--- config.mk ---
export PLATFORM = sky130hd
export DESIGN_NAME = csr_seq_ctrl_flat
export DESIGN_NICKNAME = d
export VERILOG_FILES = /design/src/rtl/csr_pkg.sv /design/src/rtl/csr_seq_ctrl_if.sv /design/src/rtl/csr_rmw_alu.sv /design/src/rtl/csr_seq_ctrl.sv /design/src/flat_wrapper.sv
export SDC_FILE = /design/constraint.sdc
export NUM_CORES = 1
export LEC_CHECK = 0
export CORE_ASPECT_RATIO = 1.25
export CORE_MARGIN = 3
export CORE_UTILIZATION = 48
export DETAILED_ROUTE_END_ITERATION = 8
export GPL_ROUTABILITY_DRIVEN = 1
export PLACE_DENSITY = 0.81
export REMOVE_ABC_BUFFERS = 1
export SETUP_SLACK_MARGIN = 0.3
export SLEW_MARGIN = 30
export SYNTH_ARGS = -nofsm -noshare
export SYNTH_HDL_FRONTEND = slang
export SYNTH_SLANG_ARGS = --single-unit
--- constraint.sdc ---
create_clock -name clk -period 3.8 [get_ports clk]
set_input_delay 0.38 -clock clk [delete_from_list [all_inputs] [get_ports clk]]
set_output_delay 0.38 -clock clk [all_outputs]
set_load 0.005 [all_outputs]
--- src/rtl/csr_pkg.sv ---
// Shared definitions for the machine-mode CSR sequencer: op codes, CSR addresses,
// mstatus bit positions and FSM state encodings.
package csr_pkg;

  typedef enum logic [2:0] {
    CSR_RW    = 3'd0,
    CSR_RS    = 3'd1,
    CSR_RC    = 3'd2,
    CSR_ECALL = 3'd3,
    CSR_MRET  = 3'd4
  } csr_op_e;

  localparam logic [11:0] CSR_MSTATUS = 12'h300;
  localparam logic [11:0] CSR_MTVEC   = 12'h305;
  localparam logic [11:0] CSR_MEPC    = 12'h341;
  localparam logic [11:0] CSR_MCAUSE  = 12'h342;

  localparam int MSTATUS_MIE    = 3;
  localparam int MSTATUS_MPIE   = 7;
  localparam int MSTATUS_MPP_LO = 11;
  localparam int MSTATUS_MPP_HI = 12;

  localparam logic [3:0] ST_IDLE    = 4'd0;
  localparam logic [3:0] ST_RMW     = 4'd1;
  localparam logic [3:0] ST_T_EPC   = 4'd2;
  localparam logic [3:0] ST_T_CAUSE = 4'd3;
  localparam logic [3:0] ST_T_STAT  = 4'd4;
  localparam logic [3:0] ST_T_VEC   = 4'd5;
  localparam logic [3:0] ST_R_STAT  = 4'd6;
  localparam logic [3:0] ST_R_EPC   = 4'd7;
  localparam logic [3:0] ST_RESP    = 4'd8;

endpackage

--- src/rtl/csr_seq_ctrl_if.sv ---
// Request, CSR-port and response signals of the CSR sequencer.
interface csr_seq_ctrl_if #(parameter int WIDTH = 32);
  logic             in_valid;
  logic             in_ready;
  logic [2:0]       in_op;
  logic [11:0]      in_addr;
  logic [WIDTH-1:0] in_src;
  logic             in_src_zero;
  logic [WIDTH-1:0] in_pc;
  logic [11:0]      csr_addr;
  logic             csr_wen;
  logic [WIDTH-1:0] csr_wdata;
  logic [WIDTH-1:0] csr_rdata;
  logic             out_valid;
  logic             out_ready;
  logic [WIDTH-1:0] out_rd_data;
  logic             out_redirect;
  logic [WIDTH-1:0] out_redirect_pc;

  modport slave (
    input  in_valid, in_op, in_addr, in_src, in_src_zero, in_pc,
    output in_ready,
    output csr_addr, csr_wen, csr_wdata,
    input  csr_rdata,
    output out_valid, out_rd_data, out_redirect, out_redirect_pc,
    input  out_ready
  );

  modport master (
    output in_valid, in_op, in_addr, in_src, in_src_zero, in_pc,
    input  in_ready,
    input  csr_addr, csr_wen, csr_wdata,
    output csr_rdata,
    input  out_valid, out_rd_data, out_redirect, out_redirect_pc,
    output out_ready
  );
endinterface

--- src/rtl/csr_rmw_alu.sv ---
// Combinational new-value function: RW/RS/RC on any CSR, and the mstatus
// trap-entry (ECALL) / trap-return (MRET) update.
module csr_rmw_alu
  import csr_pkg::*;
#(
  parameter int WIDTH = 32
) (
  input  logic [2:0]       op,
  input  logic [WIDTH-1:0] old_val,
  input  logic [WIDTH-1:0] src,
  input  logic             src_zero,
  output logic [WIDTH-1:0] new_val,
  output logic             wr_sup
);

  always_comb begin
    new_val = old_val;
    wr_sup  = 1'b0;
    case (op)
      CSR_RW: new_val = src;
      CSR_RS: begin
        new_val = old_val | src;
        wr_sup  = src_zero;
      end
      CSR_RC: begin
        new_val = old_val & ~src;
        wr_sup  = src_zero;
      end
      CSR_ECALL: begin
        new_val[MSTATUS_MPIE]                  = old_val[MSTATUS_MIE];
        new_val[MSTATUS_MIE]                   = 1'b0;
        new_val[MSTATUS_MPP_HI:MSTATUS_MPP_LO] = 2'b11;
      end
      CSR_MRET: begin
        new_val[MSTATUS_MIE]                   = old_val[MSTATUS_MPIE];
        new_val[MSTATUS_MPIE]                  = 1'b1;
        new_val[MSTATUS_MPP_HI:MSTATUS_MPP_LO] = 2'b11;
      end
      default: ;
    endcase
  end

endmodule

--- src/rtl/csr_seq_ctrl.sv ---
// Sequencer owning the single CSR-file port: runs CSR read-modify-write,
// ECALL trap entry and MRET return, then presents rd value and PC redirect.
module csr_seq_ctrl
  import csr_pkg::*;
#(
  parameter int WIDTH       = 32,
  parameter int CAUSE_ECALL = 11
) (
  input  logic            clk,
  input  logic            rst,
  csr_seq_ctrl_if.slave   bus
);

  logic [3:0]       state_q, state_d;
  logic [2:0]       op_q, op_d;
  logic [11:0]      addr_q, addr_d;
  logic [WIDTH-1:0] src_q, src_d;
  logic             src_zero_q, src_zero_d;
  logic [WIDTH-1:0] pc_q, pc_d;
  logic [WIDTH-1:0] rd_data_q, rd_data_d;
  logic             redirect_q, redirect_d;
  logic [WIDTH-1:0] redirect_pc_q, redirect_pc_d;

  logic [11:0]      csr_addr_c;
  logic             csr_wen_c;
  logic [WIDTH-1:0] csr_wdata_c;
  logic [WIDTH-1:0] alu_new;
  logic             alu_sup;

  csr_rmw_alu #(.WIDTH(WIDTH)) u_alu (
    .op       (op_q),
    .old_val  (bus.csr_rdata),
    .src      (src_q),
    .src_zero (src_zero_q),
    .new_val  (alu_new),
    .wr_sup   (alu_sup)
  );

  always_comb begin
    state_d       = state_q;
    op_d          = op_q;
    addr_d        = addr_q;
    src_d         = src_q;
    src_zero_d    = src_zero_q;
    pc_d          = pc_q;
    rd_data_d     = rd_data_q;
    redirect_d    = redirect_q;
    redirect_pc_d = redirect_pc_q;
    csr_addr_c    = '0;
    csr_wen_c     = 1'b0;
    csr_wdata_c   = '0;

    case (state_q)
      ST_IDLE: begin
        if (bus.in_valid) begin
          op_d          = bus.in_op;
          addr_d        = bus.in_addr;
          src_d         = bus.in_src;
          src_zero_d    = bus.in_src_zero;
          pc_d          = bus.in_pc;
          rd_data_d     = '0;
          redirect_d    = 1'b0;
          redirect_pc_d = '0;
          case (bus.in_op)
            CSR_RW, CSR_RS, CSR_RC: state_d = ST_RMW;
            CSR_ECALL:              state_d = ST_T_EPC;
            CSR_MRET:               state_d = ST_R_STAT;
            default:                state_d = ST_RESP;
          endcase
        end
      end
      ST_RMW: begin
        csr_addr_c  = addr_q;
        csr_wdata_c = alu_new;
        csr_wen_c   = !alu_sup;
        rd_data_d   = bus.csr_rdata;
        state_d     = ST_RESP;
      end
      ST_T_EPC: begin
        csr_addr_c  = CSR_MEPC;
        csr_wdata_c = pc_q;
        csr_wen_c   = 1'b1;
        state_d     = ST_T_CAUSE;
      end
      ST_T_CAUSE: begin
        csr_addr_c  = CSR_MCAUSE;
        csr_wdata_c = WIDTH'(CAUSE_ECALL);
        csr_wen_c   = 1'b1;
        state_d     = ST_T_STAT;
      end
      ST_T_STAT: begin
        csr_addr_c  = CSR_MSTATUS;
        csr_wdata_c = alu_new;
        csr_wen_c   = 1'b1;
        state_d     = ST_T_VEC;
      end
      ST_T_VEC: begin
        // mtvec low bits are the mode field, not part of the target
        csr_addr_c    = CSR_MTVEC;
        redirect_pc_d = {bus.csr_rdata[WIDTH-1:2], 2'b00};
        redirect_d    = 1'b1;
        state_d       = ST_RESP;
      end
      ST_R_STAT: begin
        csr_addr_c  = CSR_MSTATUS;
        csr_wdata_c = alu_new;
        csr_wen_c   = 1'b1;
        state_d     = ST_R_EPC;
      end
      ST_R_EPC: begin
        csr_addr_c    = CSR_MEPC;
        redirect_pc_d = bus.csr_rdata;
        redirect_d    = 1'b1;
        state_d       = ST_RESP;
      end
      ST_RESP: begin
        if (bus.out_ready) state_d = ST_IDLE;
      end
      default: state_d = ST_IDLE;
    endcase
  end

  always_ff @(posedge clk) begin
    if (!rst) begin
      state_q       <= ST_IDLE;
      op_q          <= '0;
      addr_q        <= '0;
      src_q         <= '0;
      src_zero_q    <= 1'b0;
      pc_q          <= '0;
      rd_data_q     <= '0;
      redirect_q    <= 1'b0;
      redirect_pc_q <= '0;
    end else begin
      state_q       <= state_d;
      op_q          <= op_d;
      addr_q        <= addr_d;
      src_q         <= src_d;
      src_zero_q    <= src_zero_d;
      pc_q          <= pc_d;
      rd_data_q     <= rd_data_d;
      redirect_q    <= redirect_d;
      redirect_pc_q <= redirect_pc_d;
    end
  end

  assign bus.in_ready        = (state_q == ST_IDLE);
  assign bus.out_valid       = (state_q == ST_RESP);
  assign bus.out_rd_data     = rd_data_q;
  assign bus.out_redirect    = redirect_q;
  assign bus.out_redirect_pc = redirect_pc_q;
  assign bus.csr_addr        = csr_addr_c;
  assign bus.csr_wdata       = csr_wdata_c;
  // A write in flight on a reset edge is abandoned rather than committed.
  assign bus.csr_wen         = csr_wen_c & rst;

endmodule

--- src/flat_wrapper.sv ---
// flat-port wrapper written by rule: the top's interface ports become plain ports
module csr_seq_ctrl_flat import csr_pkg::*;
#(
  parameter int WIDTH       = 32,
  parameter int CAUSE_ECALL = 11
)
  (clk, rst, bus_in_valid, bus_in_op, bus_in_addr, bus_in_src, bus_in_src_zero, bus_in_pc, bus_in_ready, bus_csr_addr, bus_csr_wen, bus_csr_wdata, bus_csr_rdata, bus_out_valid, bus_out_rd_data, bus_out_redirect, bus_out_redirect_pc, bus_out_ready);
  csr_seq_ctrl_if #(.WIDTH(WIDTH)) bus_i ();
  input  logic clk;
  input  logic rst;
  input wire logic [$bits(bus_i.in_valid)-1:0] bus_in_valid;
  input wire logic [$bits(bus_i.in_op)-1:0] bus_in_op;
  input wire logic [$bits(bus_i.in_addr)-1:0] bus_in_addr;
  input wire logic [$bits(bus_i.in_src)-1:0] bus_in_src;
  input wire logic [$bits(bus_i.in_src_zero)-1:0] bus_in_src_zero;
  input wire logic [$bits(bus_i.in_pc)-1:0] bus_in_pc;
  output wire logic [$bits(bus_i.in_ready)-1:0] bus_in_ready;
  output wire logic [$bits(bus_i.csr_addr)-1:0] bus_csr_addr;
  output wire logic [$bits(bus_i.csr_wen)-1:0] bus_csr_wen;
  output wire logic [$bits(bus_i.csr_wdata)-1:0] bus_csr_wdata;
  input wire logic [$bits(bus_i.csr_rdata)-1:0] bus_csr_rdata;
  output wire logic [$bits(bus_i.out_valid)-1:0] bus_out_valid;
  output wire logic [$bits(bus_i.out_rd_data)-1:0] bus_out_rd_data;
  output wire logic [$bits(bus_i.out_redirect)-1:0] bus_out_redirect;
  output wire logic [$bits(bus_i.out_redirect_pc)-1:0] bus_out_redirect_pc;
  input wire logic [$bits(bus_i.out_ready)-1:0] bus_out_ready;
  assign bus_i.in_valid = bus_in_valid;
  assign bus_i.in_op = bus_in_op;
  assign bus_i.in_addr = bus_in_addr;
  assign bus_i.in_src = bus_in_src;
  assign bus_i.in_src_zero = bus_in_src_zero;
  assign bus_i.in_pc = bus_in_pc;
  assign bus_in_ready = bus_i.in_ready;
  assign bus_csr_addr = bus_i.csr_addr;
  assign bus_csr_wen = bus_i.csr_wen;
  assign bus_csr_wdata = bus_i.csr_wdata;
  assign bus_i.csr_rdata = bus_csr_rdata;
  assign bus_out_valid = bus_i.out_valid;
  assign bus_out_rd_data = bus_i.out_rd_data;
  assign bus_out_redirect = bus_i.out_redirect;
  assign bus_out_redirect_pc = bus_i.out_redirect_pc;
  assign bus_i.out_ready = bus_out_ready;
  csr_seq_ctrl #(.WIDTH(WIDTH), .CAUSE_ECALL(CAUSE_ECALL)) u_core (.clk(clk), .rst(rst), .bus(bus_i));
endmodule
Yosys cells after proc, flatten, opt, wreduce, memory -nomap -nowiden:

Cells that the tools add are included.

* flip-flop bits (word level): 149
* input bits: 116
* output and inout bits: 112

* equal/unequal tests: 18
* muxes and demuxes: 20
* bitwise operators: 4
* reductions and logical operators: 21

Operator list (number)
* case mux 32 bit (3 select lines): 2
* case mux 32 bit (2 select lines): 1
* case mux 12 bit (5 select lines): 1
* case mux 19 bit (3 select lines): 1
* AND 32 bit: 1
* 2-to-1 mux 32 bit: 1
* inverter 32 bit: 1
* bitwise OR 32 bit: 1
* case mux 4 bit (7 select lines): 1
* case mux 3 bit (3 select lines): 3
* == test 4 x 3 -> 1 bit (second input constant): 4
* == test 3 x 2 -> 1 bit (second input constant): 4
* case mux 4 bit (3 select lines): 1
* case mux 1 bit (5 select lines): 2
* AND reduction 2 bit: 5
* OR reduction 2 bit: 5
* OR reduction 3 bit: 3
* == test 4 x 2 -> 1 bit (second input constant): 2
* 2-to-1 mux 4 bit: 2
* case mux 2 bit (4 select lines): 1
* == test 3 x 1 -> 1 bit (second input constant): 2
* == test 3 bit (second input constant): 2
* logical NOT 3 bit: 2
* == test 4 x 1 -> 1 bit (second input constant): 1
* 11 further kinds: 14

Logic depth before layout (Yosys ltp):

Gate-level depths: netlist (run 1).

* depth after elaboration: 6
* mapped depth: 7
* mapped depth without buffers: 4

Modules after synthesis:

A second synthesis (run 1) with hierarchy kept.

* cell total of the unflattened synthesis: 865
* area total of the unflattened synthesis: 7317.0 um^2

Modules (own cells, without submodules)
* csr_seq_ctrl: instances 1, cells each 769, area an instance 6633.9 um^2, sequential area each 2982.9 um^2
* csr_rmw_alu: instances 1, cells each 96, area an instance 683.2 um^2, sequential area each 0.0 um^2

Worst setup path before layout (run 1):

OpenSTA, ideal clock, no wires.

* path type: register -> output
* start: register u_core.state_q[2]
* end: output port bus_csr_wdata[10]
* arrival time: 1375 ps
* data required time: 3420 ps
* setup slack: 2045 ps
* cell stages (with the launch flop): 7
* buffers on the path: 2
* cell sequence: dfxtp_1 -> or2_2 -> buf_2 -> nor2_2 -> nor2_1 -> clkbuf_1 -> o21ai_0

* word-level cells in the longest chain between the ends: 3
* elaborated cells on any way between the ends: 7

Ends and longest elaborated chain
* from (decl): RTL line csr_seq_ctrl.sv:14 `logic [3:0] state_q, state_d;`
* from (signal assigned): RTL line csr_seq_ctrl.sv:135 `state_q <= state_d;`
* == test 4 x 1 -> 1 bit / == test 4 x 3 -> 1 bit (equally long branches): RTL line csr_seq_ctrl.sv:53 `case (state_q)`
* OR reduction 3 bit (no source line)
* case mux 32 bit (3 select lines) (*): RTL line csr_seq_ctrl.sv:53
* to (decl): RTL line flat_wrapper.sv:20 `output wire logic [$bits(bus_i.csr_wdata)-1:0] bus_csr_wdata;`

Every way passes the cells marked *; elsewhere a longest branch is shown, timed or not.

Final worst setup path (run 1):

* start: register u_core.state_q[0]
* end: output port bus_csr_wdata[7]

Same word-level chain as after synthesis.

==> results of run 1 <==
==> metrics by stage <==
| stage | area (um2) | utilization [%] | power, W | worst slack [ps] |
|---|---|---|---|---|
| after detailed placement | 8685 | 67.36 | 0.002557 | 1103 |
| final | 9273 | 71.92 | 0.004217 | 616.3 |
| after global placement | 8685 | 67.36 | 0.002546 | 1131 |
| after floorplan | 6047 | - | 0.002143 | 660.0 |
| after global routing | 9273 | 71.92 | 0.004388 | 478.4 |
| after CTS | 9273 | 71.92 | 0.004225 | 632.6 |
==> routing by layer <==
layer | vias up | wire [um] | global-route usage [%]
li1 | 3306 | - | -
met1 | 3135 | 8144 | 33.67
met2 | 272 | 10460 | 46.86
met3 | 37 | 1746 | 8.560
met4 | 0 | 476 | 9.356
met5 | - | 0 | 0
==> placed cells by master, fill, tap and decap left out, types with 11 or more instances in the layout <==
cell type | netlist | routed
nand2_1 | 259 | 259
clkbuf_16 | 0 | 17
o21ai_0 | 59 | 59
clkdlybuf4s50_1 | 0 | 227
buf_4 | 11 | 11
nand3_1 | 66 | 65
a22oi_1 | 28 | 28
dfxtp_1 | 149 | 149
nor2_1 | 19 | 16
a21oi_1 | 151 | 151
==> final cells by class <==
type                       count  share of cell area [%]
tap                          168                   2.267
timing repair buffer         240                   25.83
multi-input combinational    637                   33.17
clock buffer                  17                   4.588
clock inverter                14                   1.754
sequential                   149                   32.17
inverter                       5                  0.2294
==> where the power goes <==
part | switching (W) | internal (W) | total, W
Sequential | 0.0000770 | 0.00166 | 0.00174
Combinational | 0.000436 | 0.000356 | 0.000792
Clock | 0.000663 | 0.00102 | 0.00169
Total | 0.00118 | 0.00304 | 0.00422
==> state kept, by name (all words and copies together) (netlist names) <==
| register | flops |
|---|---|
| u_core.op_q | 3 |
| u_core.bus.out_redirect_pc | 32 |
| u_core.addr_q | 12 |
| u_core.pc_q | 32 |
| u_core.bus.out_rd_data | 32 |
| u_core.src_q | 32 |
| u_core.state_q | 4 |
| u_core.src_zero_q | 1 |
| u_core.bus.out_redirect | 1 |
==> kinds of logic (layout without fill, tap and decap cells) <==
group	count (synthesis)	count (layout)	share of synthesized area (%)
buffers and inverters	82	276	5.807
AND/OR/NAND/NOR	376	376	24.83
flip-flops	149	149	46.61
AO/OA/AOI/OAI	258	258	22.35
XOR/XNOR	3	3	0.4106
==> critical path, cell delays in order, from the launching register on <==
cell and delay [ps]:
dfxtp_1 820, nand2b_1 250, nor2_4 150, nor2_2 50
buf_4 230, o21ai_0 320, clkdlybuf4s50_1 570
==> final timing paths <==
check,endpoint,startpoint,cells after the start
worst min-delay path,u_core.addr_q[11],u_core.addr_q[11],2
worst max-delay path,bus_csr_wdata[7],u_core.state_q[0],6
worst min register to register,u_core.addr_q[11],u_core.addr_q[11],2
worst max register to register,u_core.src_q[21],u_core.state_q[0],5
==> summary.md, run 1 <==
| Metric | Value |
|---|---|
| Worst Hold Class | `reg2reg` |
| Setup TNS | `0 ps` |
| Slew Limit Fails | `0` |
| DP Cell Count | `1199` |
| 1st-pass router iterations | `5` |
| Vias in the first global route | `6273` |
| Fillers | `1088` |
| WL final | `20.83 mm` |
| Placer Congestion | `0.8599` |
| # resized after CTS | `0` |
| Die Span Y | `135.1 um` |
| # setup viols final | `0` |
| Min Tclk post-route | `3184 ps` |
| Cell leakage power | `3.219 nW` |
| Number of flops mapped to enable cells by yosys | `0` |
| CTS H-tree depth | `4` |
| Peak supply drop | `0.0002513 V` |
| Power Density | `454.8 nW/um2` |
| Aggregate global routing overflow | `0` |
| Die W | `109.3 um` |
| Synth-to-Final Area Change | `44.89%` |
| CP Launch Type | `flop` |
| Commonest cells in the netlist | `nand2_1 (259), a21oi_1 (151), dfxtp_1 (149)` |
| # IOs | `228` |
| Kind of critical path | `reg2out` |
| Fin Hold WS | `448.7 ps` |
| Post-DR wirelength/cell | `16.94 um` |
| CP required | `3420 ps` |
| Reg clk slew, reported paths | `60 ps` |
| Final nets | `1166` |
| CP Max Fanout | `27` |
| ANT nets after route | `0` |
| Clk_lat worst skew | `420 ps` |
| Tot GR Track Use | `27.85%` |
| RSZ-0062 raised after global routing | `false` |
| Largest net degree at the start of global routing | `66` |
| CP arrival | `2800 ps` |
| Post-detail-place hpwl | `13.19 mm` |
| Starting Density | `49.64%` |
| Rows | `46` |
| Proportion of layout cells with a drive suffix above 1 | `5.461%` |
| Leading area contributor after synthesis | `dfxtp_1` |
| DR DRC count | `0` |
| Number of library cell types mapped by synthesis | `40` |
| Core Box Area | `12890 um2` |
| Most common cell in the synthesized netlist | `nand2_1` |
| Multi-input gate area | `3075 um2` |
| Maxcap violations | `0` |
| Commonest register cell after synthesis | `dfxtp_1` |
| Yosys reg bits | `149` |
| Die area | `14760 um2` |
| R2R Setup Slk | `1480 ps` |
| Fmax | `0.3141 GHz` |
| IO buf count | `227` |
| Run status | `completed` |
| Cells after Synth | `868` |
| Initial antenna violation count | `0` |
| Crit share post-route | `83.78%` |
| Avg Inst Size Synth | `7.373 um2` |
| Crit path capture type | `output pin` |
| First-pass GRT wire length | `32.38 mm` |
| Post-synth ARST share | `0%` |
| Via count | `6750` |
| Inserted Diodes | `0` |
| Synth area leaders | `dfxtp_1 (47%), nand2_1 (15%), a21oi_1 (12%), nand3_1 (5.2%), o21ai_0 (4.6%)` |
| Maximum clock path buffer count | `2` |
| Root Driver | `clkbuf_16` |
| Hold Violations, Final | `0` |
| Drt via density | `5.488` |
| TritonCTS clock tree | `built` |
| Final Skew | `7.561 ps` |
| Initial DRC count | `409` |
| Synthesized area | `6400 um2` |
| Actual slew at the worst max-slew pin | `762.7 ps` |
| # hold bufs at CTS | `0` |
| Rel. slew slack | `49.08%` |
| CTS Buf Count | `17` |
| Layout Cells excl Fill | `1230` |
| Seq/Total Area, Yosys | `46.61%` |
| # clock sinks | `149` |
| Fraction of synthesized cell area taken by the top area cell type | `46.61%` |
| Postcts setup bufs | `0` |
| Register area | `2983 um2` |
| Synth warn | `0` |
No activity file was read; power rests on OpenSTA's default activity.
==> inputs of run 2 (changes only) <==
--- a/config.mk
+++ b/config.mk
@@ -7,10 +7,10 @@
 export LEC_CHECK = 0
 export CORE_ASPECT_RATIO = 1.25
 export CORE_MARGIN = 3
-export CORE_UTILIZATION = 48
+export CORE_UTILIZATION = 45
 export DETAILED_ROUTE_END_ITERATION = 8
 export GPL_ROUTABILITY_DRIVEN = 1
-export PLACE_DENSITY = 0.81
+export PLACE_DENSITY = 0.76
 export REMOVE_ABC_BUFFERS = 1
 export SETUP_SLACK_MARGIN = 0.3
 export SLEW_MARGIN = 30
==> constraint.sdc (replaced) <==
create_clock -name clk -period 3 [get_ports clk]
set_input_delay 0.3 -clock clk [delete_from_list [all_inputs] [get_ports clk]]
set_output_delay 0.3 -clock clk [all_outputs]
set_load 0.005 [all_outputs]
==> run 2 against run 1 <==
Net effect:
- first-iteration DRC count grew 29%
- critical endpoint is now bus_csr_wdata[22]
- critical path type unchanged
- clock-buffer cell count rose by 2
- critical path depth unchanged
==> summary.md, run 2 (synthesis results as in run 1) <==
| Metric | Value |
|---|---|
| Run status | `completed` |
| Vias in the first global route | `6607 (+5.3%)` |
| Fmax | `0.3801 GHz` |
| Power Density | `563.2 nW/um2 (+24%)` |
| CP arrival | `2330 ps (-470 ps)` |
| Placer Congestion | `0.8569 (-0.35%)` |
| Post-DR wirelength/cell | `17.76 um (+4.8%)` |
| Cell family with most CP delay | `buffers and inverters` |
| Rows | `48 (+4.3%)` |
| Proportion of layout cells with a drive suffix above 1 | `7.050% (+1.6 points)` |
| Slew Limit Fails | `0 (unchanged)` |
| Internal power | `0.003773 W (+24%)` |
| Maxcap violations | `0 (unchanged)` |
| First-pass GRT wire length | `34.61 mm (+6.9%)` |
| Slowest cell on crit path | `dfxtp_2` |
| Post-detail-place hpwl | `14.52 mm (+10%)` |
| Cell repeated most along the worst path | `nor2_4` |
| Commonest cells after routing, fill and taps aside | `nand2_1 (259), clkdlybuf4s50_1 (217), a21oi_1 (151), dfxtp_1 (146), nand3_1 (65)` |
| Min Tclk post-route | `2631 ps` |
| CP required | `2700 ps (-720 ps)` |
| Routed wl met3 | `1.713 mm (-1.9%)` |
| Starting Density | `46.13% (-3.5 points)` |
| Setup TNS | `0 ps (unchanged)` |
| Die Span Y | `139.3 um (+3.1%)` |
| Clk_lat worst skew | `420 ps (about the same)` |
| Met2 wire length | `10.99 mm (+5.0%)` |
| WL final | `22.25 mm (+6.8%)` |
| Met1 wire length | `8.735 mm (+7.3%)` |
| DR DRC count | `0 (unchanged)` |
| Largest net degree at the start of global routing | `145 (+120%)` |
| TritonCTS clock tree | `built` |
| # IOs | `228 (unchanged)` |
| Die area | `15700 um2 (+6.3%)` |
| Initial antenna violation count | `0 (unchanged)` |
| CTS H-tree depth | `4 (unchanged)` |
| # clock sinks | `149 (unchanged)` |
| # hold bufs at CTS | `0 (unchanged)` |
| Worst-path cell chain | `or2_4 -> nor2_4 -> nor2_4 -> buf_4 -> o21ai_0 -> clkdlybuf4s50_1` |
| RSZ-0062 raised after global routing | `true` |
| Clk pwr share | `38.6% (-1.4 points)` |
| Initial DRC count | `529 (+29%)` |
| CP Launch Type | `flop` |
| CTS Buf Count | `17 (unchanged)` |
| Net Sw Power | `0.001566 W (+33%)` |
| Worst path bufs/invs | `2 (unchanged)` |
| Crit share post-route | `87.68%` |
| CP Max Fanout | `12 (-56%)` |
| Aggregate global routing overflow | `0 (unchanged)` |
| Part of the power in registers | `41.0% (-0.2 points)` |
| Cell leakage power | `3.490 nW (+8.4%)` |
| Highest routed layer | `met4` |
| Peak supply drop | `0.0004063 V (+62%)` |
| Final core occ | `68.34% (-3.6 points)` |
| Hold Violations, Final | `0 (unchanged)` |
| ANT nets after route | `0 (unchanged)` |
| Actual slew at the worst max-slew pin | `654.9 ps (-107.8 ps)` |
| Final Skew | `11.43 ps (+3.871 ps)` |
| Reg clk slew, reported paths | `70 ps (about the same)` |
| Synth-to-Final Area Change | `48.13%` |
| Rel. slew slack | `56.34% (+7.3 points)` |
| Via count | `6974 (+3.3%)` |
| Final nets | `1181 (+1.3%)` |
| Crit path capture type | `output pin` |
| Combinational fraction of design power | `20.4% (+1.6 points)` |
| Core Box Area | `13870 um2 (+7.6%)` |
| IO buf count | `227 (unchanged)` |
| Maximum clock path buffer count | `2 (unchanged)` |
| Sw Share | `29.34% (+1.4 points)` |
| Drt via density | `5.566 (+1.4%)` |
| Crit-path max cell delay | `480 ps (-340 ps)` |
| 1st-pass router iterations | `7 (+2)` |
| Inserted Diodes | `0 (unchanged)` |
| # setup viols final | `0 (unchanged)` |
| Root Driver | `clkbuf_16` |
| Most common cell after layout, fill and taps aside | `nand2_1` |
| Worst Hold Class | `in2reg` |
| DP Cell Count | `1216 (+1.4%)` |
| Die W | `112.7 um (+3.1%)` |
| Layout Cells excl Fill | `1253 (+1.9%)` |
| Kind of critical path | `reg2out` |
| Tot GR Track Use | `27.45% (-0.41 points)` |
-- run 2: changes by cell type in the layout (fill, tap and decap cells not counted), sizes merged --
cell / change
inv: +5
dlymetal6s2s: +10
bufinv: -2
clkinvlp: -1
clkbuf: +2
clkdlybuf4s50: -10
buf: +15
clkinv: -3
-- run 2: timing repair --
item                       4_1_cts  5_1_grt
setup buffers                    2        1
gates cloned                     2        0
gates resized for setup         12       13
setup endpoints to repair       38       35
pin swaps                        0        2
-- run 2: routing by layer --
metal / GRT usage (%) / vias up
li1: - / 3345
met1: 32.82 / 3272
met4: 10.51 / 0
met3: 8.395 / 60
met2: 46.04 / 297
met5: 0 / -
-- run 2: final timing paths --
path | cells past startpoint | slack [ps] | to | start
worst min-delay path | 3 | 420 | u_core.pc_q[14] | bus_in_pc[14]
worst max register to register | 6 | 950 | u_core.addr_q[7] | u_core.state_q[3]
worst min register to register | 2 | 460 | u_core.pc_q[19] | u_core.pc_q[19]
worst max-delay path | 6 | 370 | bus_csr_wdata[22] | u_core.state_q[1]
-- run 2: area by class of cell --
type / instances / area (um2)
Multi-Input combinational cell: 637 / 3107
Clock inverter: 13 / 122.6
Sequential cell: 149 / 2987
Clock buffer: 19 / 442.9
Inverter: 5 / 21.27
Fill cell: 1216 / 4393
Timing Repair Buffer: 255 / 2581
Tap cell: 175 / 219.0
-- run 2: metrics by stage --
| step | setup slack, ps | cell area [um2] | power, W | hold slack [ps] |
|---|---|---|---|---|
| after global routing | 262.9 | 9480 | 0.005548 | 420.0 |
| after global placement | 454.2 | 8798 | 0.003276 | 442.0 |
| final | 369.5 | 9480 | 0.005340 | 420.7 |
| after detailed placement | 388.4 | 8798 | 0.003288 | 445.5 |
| after floorplan | 20.01 | 6047 | 0.002714 | 431.7 |
| after CTS | 279.0 | 9432 | 0.005346 | 407.5 |
-- run 2: power groups by stage --
stage	Clock [W]	Sequential, W	Combinational [W]
final	0.00206	0.00219	0.00109
after global routing	0.00216	0.00220	0.00118
after global placement	0	0.00222	0.00105
after detailed placement	0	0.00223	0.00106
after CTS	0.00208	0.00219	0.00108
after floorplan	0	0.00222	0.000494
-- run 2: tightest hold or removal path, delay by kind of cell --
kind	cells	cell delay, ps
compound gates	1	50
buf+inv	1	390
simple gates	1	50
